File: src/rtl/spi_weight_master.sv
// SPI master (mode 0) that snapshots the beamformer phase weights on START and
// shifts them out MSB first as one 160-bit SS-framed transfer.
module spi_weight_master #(
    parameter int unsigned CLK_DIV   = 4,
    parameter int unsigned SETUP_CYC = 2,
    parameter int unsigned HOLD_CYC  = 2
) (
    input  logic        CLOCK,
    input  logic        RESET,
    input  logic        START,
    input  logic [39:0] W_COS_1,
    input  logic [39:0] W_SIN_1,
    input  logic [39:0] W_COS_2,
    input  logic [39:0] W_SIN_2,
    output logic        BUSY,
    output logic        DONE,
    output logic        SCLK,
    output logic        SS,
    output logic        MOSI
);

    localparam int unsigned FRAME_BITS = 160;
    localparam int unsigned MAX_AB     = (CLK_DIV > SETUP_CYC) ? CLK_DIV : SETUP_CYC;
    localparam int unsigned MAX_CYC    = (MAX_AB > HOLD_CYC) ? MAX_AB : HOLD_CYC;
    localparam int unsigned CNT_W      = (MAX_CYC > 1) ? $clog2(MAX_CYC) : 1;

    typedef enum logic [2:0] {
        IDLE  = 3'd0,
        SETUP = 3'd1,
        LOW   = 3'd2,
        HIGH  = 3'd3,
        HOLD  = 3'd4
    } state_t;

    state_t                      state;
    logic [CNT_W-1:0]            phase_cnt;
    logic [7:0]                  bit_cnt;
    // Bits still to be sent after the one currently on MOSI.
    logic [FRAME_BITS-2:0]       shreg;

    always_ff @(posedge CLOCK) begin
        if (RESET) begin
            state     <= IDLE;
            phase_cnt <= '0;
            bit_cnt   <= '0;
            shreg     <= '0;
            BUSY      <= 1'b0;
            DONE      <= 1'b0;
            SCLK      <= 1'b0;
            SS        <= 1'b1;
            MOSI      <= 1'b0;
        end else begin
            DONE <= 1'b0;
            case (state)
                IDLE: begin
                    if (START) begin
                        shreg     <= {W_COS_1[38:0], W_SIN_1, W_COS_2, W_SIN_2};
                        MOSI      <= W_COS_1[39];
                        SS        <= 1'b0;
                        BUSY      <= 1'b1;
                        phase_cnt <= '0;
                        bit_cnt   <= '0;
                        state     <= SETUP;
                    end
                end
                SETUP: begin
                    if (phase_cnt == CNT_W'(SETUP_CYC - 1)) begin
                        phase_cnt <= '0;
                        state     <= LOW;
                    end else begin
                        phase_cnt <= phase_cnt + 1'b1;
                    end
                end
                LOW: begin
                    if (phase_cnt == CNT_W'(CLK_DIV - 1)) begin
                        phase_cnt <= '0;
                        SCLK      <= 1'b1;
                        state     <= HIGH;
                    end else begin
                        phase_cnt <= phase_cnt + 1'b1;
                    end
                end
                HIGH: begin
                    if (phase_cnt == CNT_W'(CLK_DIV - 1)) begin
                        phase_cnt <= '0;
                        SCLK      <= 1'b0;
                        bit_cnt   <= bit_cnt + 1'b1;
                        // Next bit changes together with the SCLK fall.
                        if (bit_cnt == 8'(FRAME_BITS - 1)) begin
                            MOSI  <= 1'b0;
                            state <= HOLD;
                        end else begin
                            MOSI  <= shreg[FRAME_BITS-2];
                            shreg <= {shreg[FRAME_BITS-3:0], 1'b0};
                            state <= LOW;
                        end
                    end else begin
                        phase_cnt <= phase_cnt + 1'b1;
                    end
                end
                HOLD: begin
                    if (phase_cnt == CNT_W'(HOLD_CYC - 1)) begin
                        phase_cnt <= '0;
                        bit_cnt   <= '0;
                        SS        <= 1'b1;
                        DONE      <= 1'b1;
                        BUSY      <= 1'b0;
                        state     <= IDLE;
                    end else begin
                        phase_cnt <= phase_cnt + 1'b1;
                    end
                end
                default: begin
                    state <= IDLE;
                end
            endcase
        end
    end

endmodule

File: config.mk
export PLATFORM = sky130hd
export DESIGN_NAME = spi_weight_master
export DESIGN_NICKNAME = d
export VERILOG_FILES = /design/src/rtl/spi_weight_master.sv
export SDC_FILE = /design/constraint.sdc
export NUM_CORES = 1
export LEC_CHECK = 0
export ABC_AREA = 1
export BUFFER_PORTS_ARGS = -buffer_cell sky130_fd_sc_hd__buf_2
export CAP_MARGIN = 40
export CORE_ASPECT_RATIO = 0.7
export CORE_MARGIN = 3
export CORE_UTILIZATION = 40
export CTS_CLUSTER_DIAMETER = 40
export CTS_CLUSTER_SIZE = 20
export DETAILED_ROUTE_END_ITERATION = 16
export GPL_ROUTABILITY_DRIVEN = 0
export SYNTH_ARGS = -nofsm -noshare
export SYNTH_HDL_FRONTEND = slang
export SYNTH_SLANG_ARGS = --single-unit
File: constraint.sdc
create_clock -name CLOCK -period 1.56 [get_ports CLOCK]
set_input_delay 0.312 -clock CLOCK [delete_from_list [all_inputs] [get_ports CLOCK]]
set_output_delay 0.312 -clock CLOCK [all_outputs]
set_load 0.02 [all_outputs]
==> results.md, run 1 <==
- Outcome: complete, but fails checks
- Violated checks: negative setup slack
- Mux share of post-synthesis cell area: 0%
- Final WS setup: -54.0 ps
- Worst Path Max Fanout: 8
- Die ar.: 24600 µm²
- Xor/xnor share of the synthesized area: 0.0962%
- Total CTS buffers: 17
- Crit path required time: 1900 ps
- Launch point of the worst path: state[2]$_SDFFE_PP0P_
- Yosys cell types: 27
- Dpl cells: 1977
- Period utilization: 103%
- Clock share of power: 15.4%
- Overall power: 28600 µW
- Sequential Power Share: 25.0%
- Vias in the first global route: 7770
- Worst flop-to-flop path endpoint: shreg[126]$_SDFFE_PP0P_
- Worst path arrival time: 1960 ps
- Flops & latches, synth: 177
- Post-synth top cells: nand2_1, nor2_1, inv_1, dfxtp_1, o21ai_0
- Clock buffer depth: 2
- Synth warnings: 0
- Worst path max stage delay: 340 ps
- Post-Syn Nets: 1687
- Hold Slack: 156 ps
- Avg Synthesized Cell Area: 5.99 µm²
- Starting Density: 41.3%
- Layout Cells excl Fill: 2038
- Tmin final: 1610 ps
- Sw Ratio: 41.4%
- Post-synthesis adder-cell area fraction: 0.550%
- Clk Latency, worst-skew pair: 440 ps
- Setup tns final: -1140 ps
- Worst r2r src: state[2]$_SDFFE_PP0P_
- Hold_buf cts: 0
- Via/cell ratio: 4.44
- Vias post-DR: 9058
- Synth-to-Final Area Change: 32.7%
- # IOs: 168
- Comb pwr share: 59.6%
- Remaining DRCs: 0
- Crit path buf inv count: 5
- Synth Flop Type: dfxtp_1
- Critical Path Stages: 11
- HP Class: input port to register
- Main combinational cell family by area after synthesis: simple AND/OR/NAND/NOR gates
- First-pass GRT wire length: 36800 µm
- Final Hold Vio Count: 0
- Max Freq: 620 MHz
- PwrDens: 2370 nW/µm²
- Syn Std Cell Area: 9100 µm²
- Top Family by Delay on Critical Path: buffers and inverters
- CTS tree: yes
- Synth area leader: dfxtp_1
- Worst reg2reg setup slack: -50 ps
- I/O Buffers: 167
- Core area: 22000 µm²
- Post-Synthesis Cells: 1520
- Fraction of layout cells with a size suffix above 1: 22.3%
- Post-layout util: 54.9%
- Post-synthesis compound-gate area fraction: 9.81%
- Leakage: 0.00646 µW
- Top cell type's share of synthesized area: 38.9%
- Die Span Y: 132 µm
- Drt pass-1 iters: 5
- Critical-path cell list: buf_6 -> nor2_4 -> buf_12 -> nand3_4 -> nand3_4 -> buf_12 -> buf_12 -> clkbuf_16 -> nand2_2 -> nand2_1 -> nor2_1
- CP most frequent cell: buf_12
- Tot GR Track Use: 17.7%
- Unrepaired setup endpoints after global routing: true
- Post-synthesis sequential area ratio: 38.9%
- Top cells by area, synth: dfxtp_1, nand2_1, nor2_1
- Synth Area in Simple Gates: 37.4%
- Nets: 1887
- Initial antenna violation count: 0
- Largest net degree at the start of global routing: 144
- Worst Tran Pin Value: 384 ps
- Worst slew margin: 74.4%
- Net Sw Power: 11800 µW
- Rows: 45
- Die X: 186 µm
- Crit path capture type: register
- Worst-path clk slew: 80 ps
- Initial DRC Count: 582
- Startpoint types: register
- Number of routed nets with antenna violations: 0
- Post-DP HPWL: 14700 µm
- Slowest library cell on the worst path: dfxtp_2
- Critical path endpoint: shreg[126]$_SDFFE_PP0P_
- P_int: 16800 µW
- Setup Skew: 13.3 ps
- Crit Path Category: register to register
- Slew Limit Fails: 0
- GRT Residual Overflow: 0
- Max cap viols: 0
- DR WL/cell: 11.6 µm
- Total wire length: 23500 µm
- Async S/R FF share, synth: 0%
- Top-count cell post-synth: nand2_1
- Htree depth: 4
- Worst R2R Path Depth: 11
- Number of clock sinks: 177
- IR Drop Worst-Case VDD: 1.21 mV
- Root Buffer: clkbuf_16
- Diodes inserted: 0
- Post-synth EDFFs: 0
- Endpoints failing setup: 45
==> how the worst min path moves through the flow <==
| stage | from | endpoint | slack (ps) | cells after the start |
|---|---|---|---|---|
| 6_report | W_COS_1[39] | MOSI$_SDFFE_PP0P_ | 160 | 3 |
| 5_1_grt | W_COS_1[39] | MOSI$_SDFFE_PP0P_ | 150 | 3 |
| 4_1_cts | W_COS_1[39] | MOSI$_SDFFE_PP0P_ | 140 | 3 |
| 3_5_place_dp | SS$_SDFFE_PP1P_ | SS$_SDFFE_PP1P_ | 470 | 2 |
| 3_3_place_gp | shreg[0]$_SDFFE_PP0P_ | shreg[0]$_SDFFE_PP0P_ | 470 | 2 |
| 2_1_floorplan | shreg[0]$_SDFFE_PP0P_ | shreg[0]$_SDFFE_PP0P_ | 460 | 2 |
==> cell usage in the layout, fill, tap and decap left out, types with 2 or more instances in the layout <==
master	count
ha_4	2
buf_6	14
buf_8	2
inv_4	2
inv_2	7
nand4_1	5
nand3_2	3
dfxtp_2	5
clkinv_4	5
nor2_2	32
nand3_4	3
o21ai_0	159
nor2_4	8
buf_4	49
nand3_1	9
clkbuf_16	27
bufinv_16	2
inv_6	3
nand2_1	505
dfxtp_1	170
nand2_2	17
a21oi_1	7
buf_2	167
o21ai_1	4
nor3_1	4
o211a_1	2
buf_12	24
nor2_1	300
nand2_4	2
dfxtp_4	2
buf_16	4
inv_1	176
==> routing by layer <==
layer  global-route usage (%)  vias up  routed length, µm
li1                         -     4936                  -
met1                     25.8     3946              12100
met2                     26.2      154              10100
met3                     4.52       22               1100
met4                     4.41        0                252
met5                        0        -                  0
==> worst reg2reg max path: stages, from the launching register on <==
cell and delay [ps]:
dfxtp_2 340, buf_6 130, nor2_4 160, buf_12 120, nand3_4 60, nand3_4 160
buf_12 170, buf_12 130, clkbuf_16 150, nand2_2 40, nand2_1 50, nor2_1 40
==> power by group through the flow <==
stage                     logic (µW)  clock network (µW)  registers (µW)
after detailed placement       13500                   0            7210
final                          17000                4400            7160
after global placement         13300                   0            7150
after floorplan                 9990                   0            7140
after global routing           19200                4710            7340
after CTS                      15400                4520            7150
==> logic make-up after synthesis <==
family / after synthesis
and+or+nand+nor: 889
buffers and inverters: 274
DFF: 177
AOI/OAI and AO/OA: 175
adders and majority gates: 4
xor gates and xnor gates: 1
==> layout make-up <==
type,count,area [µm²]
clock buffer,19,443
inverter,185,699
fill,2186,9930
multi-input combinational,1069,4610
sequential,177,3560
timing repair buffer,270,2230
tap,305,382
clock inverter,13,154
==> per-stage QoR <==
stage                     cell area, µm²  setup slack [ps]
after floorplan                     9110              21.4
after global placement             10700             -74.5
after detailed placement           10700             -94.7
after CTS                          11600             -31.1
after global routing               12100              -123
final                              12100             -54.0
==> timing repair <==
action,in CTS,in global routing
setup buffers,8,9
resized for setup,39,78
pin swaps,6,23
cloned,4,11
endpoints found under the setup margin,139,170
==> state kept, by name, indices dropped and copies added (netlist names) <==
name	count
SCLK	1
state	3
SS	1
BUSY	1
MOSI	1
shreg	159
bit_cnt	8
phase_cnt	2
DONE	1
Power figures use the tool's default switching activity.
==> run 2, diff against run 1 <==
Settings changed: SKIP_LAST_GASP set to 1.
==> results.md, run 2 (synthesized netlist as in run 1, its figures left out) <==
- Hold Path Depth: 3
- Vias post-DR: 9082
- Period utilization: 103%
- Initial DRC Count: 557
- Fraction of layout cells with a size suffix above 1: 21.6%
- Root Buffer: clkbuf_16
- Worst-path clk slew: 80 ps
- Overall power: 28400 µW
- Violated checks: negative setup slack
- Clk Latency, worst-skew pair: 440 ps
- Htree depth: 4
- Total CTS buffers: 17
- Die ar.: 24600 µm²
- Worst path arrival time: 1950 ps
- Most frequent cells in the layout: nand2_1, nor2_1, inv_1
- # IOs: 168
- Initial antenna violation count: 0
- Startpoint types: register
- Number of clock sinks: 177
- Most flops, register: shreg
- Rows: 45
- Remaining DRCs: 0
- Outcome: complete, but fails checks
- HP Class: input port to register
- IR Drop Worst-Case VDD: 1.20 mV
- Commonest non-fill, non-tap cell in the layout: nand2_1
- Hold_buf cts: 0
- Worst slew margin: 75.1%
- Crit path required time: 1900 ps
- Slew Limit Fails: 0
- Largest register FFs: 159
- FILL cells: 2201
- CTS tree: yes
- Max cap viols: 0
- Core area: 22000 µm²
- Die Span Y: 132 µm
- Tot GR Track Use: 17.7%
- Crit Path Category: register to register
- Crit path capture type: register
- Worst Tran Pin Value: 374 ps
- Drt pass-1 iters: 5
- Die X: 186 µm
- Clock buffer depth: 2
- First-pass GRT wire length: 36700 µm
- Largest net degree at the start of global routing: 144
- Dpl cell area: 10700 µm²
- Synth-to-Final Area Change: 32.2%
- Max Freq: 620 MHz
- Leakage: 0.00645 µW
- Top Registers: shreg (159), bit_cnt (8), state (3)
- Post-DP HPWL: 14700 µm
- Setup Skew: 12.8 ps
- Post-route cell area: 12000 µm²
- Tmin final: 1610 ps
- Worst R2R Path Depth: 11
- Diodes inserted: 0
- DP Worst Slack: -94.7 ps
- Endpoints failing setup: 51
- Via/cell ratio: 4.46
- Final WS setup: -51.9 ps
- PwrDens: 2360 nW/µm²
- Nets: 1887
- GRT Residual Overflow: 0
- Worst Path Max Fanout: 8
- I/O Buffers: 167
- Starting Density: 41.3%
- Final Hold Vio Count: 0
- DR WL/cell: 11.5 µm
- Total wire length: 23500 µm
- Vias in the first global route: 7761
- Number of routed nets with antenna violations: 0
- Unrepaired setup endpoints after global routing: true
## run 2: changes by cell type in the layout (fill, tap and decap cells not counted)
cell     delta
nor2_1      +7
nand2_1     +5
nand2_2     -5
nor2_2      -5
buf_4       +2
nor2_4      -2
buf_6       -1
buf_8       -1
## run 2: area by class of cell
type	count	area (µm²)	share of cell area (%)
multi-input combinational	1069	4570	38.0
inverter	185	699	5.81
clock inverter	13	154	1.28
sequential	177	3560	29.6
timing repair buffer	270	2220	18.5
tap	305	382	3.17
clock buffer	19	443	3.68
## run 2: worst max-delay path, stage by stage (launching register included)
cell       delay, ps
dfxtp_2          340
buf_6            130
nor2_4           160
buf_12           120
nand3_4           60
nand3_4          160
buf_12           160
buf_12           120
clkbuf_16        140
nand2_2           40
nand2_1           50
nor2_1            40
## run 2: timing repair
action | 4_1_cts | 5_1_grt
endpoints found under the setup margin | 139 | 170
gates resized for setup | 36 | 64
pin swaps | 6 | 23
gates cloned | 4 | 11
buffers inserted | 8 | 9
## run 2: where the power goes
| part | switching (µW) | total (µW) | internal [µW] |
|---|---|---|---|
| sequential | 559 | 7170 | 6610 |
| clock | 1970 | 4410 | 2440 |
| combinational | 9230 | 16800 | 7620 |
## run 2: path summary, 6_finish.rpt
| check | start | slack [ps] | to |
|---|---|---|---|
| max | state[2]$_SDFFE_PP0P_ | -50 | shreg[126]$_SDFFE_PP0P_ |
| min | W_COS_1[39] | 160 | MOSI$_SDFFE_PP0P_ |
| max reg2reg | state[2]$_SDFFE_PP0P_ | -50 | shreg[126]$_SDFFE_PP0P_ |
| min reg2reg | SS$_SDFFE_PP1P_ | 480 | SS$_SDFFE_PP1P_ |
## run 2: through the flow
step | util, % | instances | hold WS (ps) | setup TNS [ps]
after global routing | 54.6 | 2038 | 152 | -9160
after floorplan | - | 1520 | 455 | 0
after CTS | 52.6 | 2021 | 136 | -862
after global placement | 48.5 | 1977 | 474 | -2910
after detailed placement | 48.5 | 1977 | 471 | -4640
final | 54.6 | 2038 | 156 | -1210
## run 2: per-layer routing
metal,up-vias,share of wire (%),track usage [%]
li1,4936,-,-
met3,21,4.3,4.52
met2,146,43,26.2
met4,0,1.0,4.28
met1,3979,52,25.8
met5,-,0,0
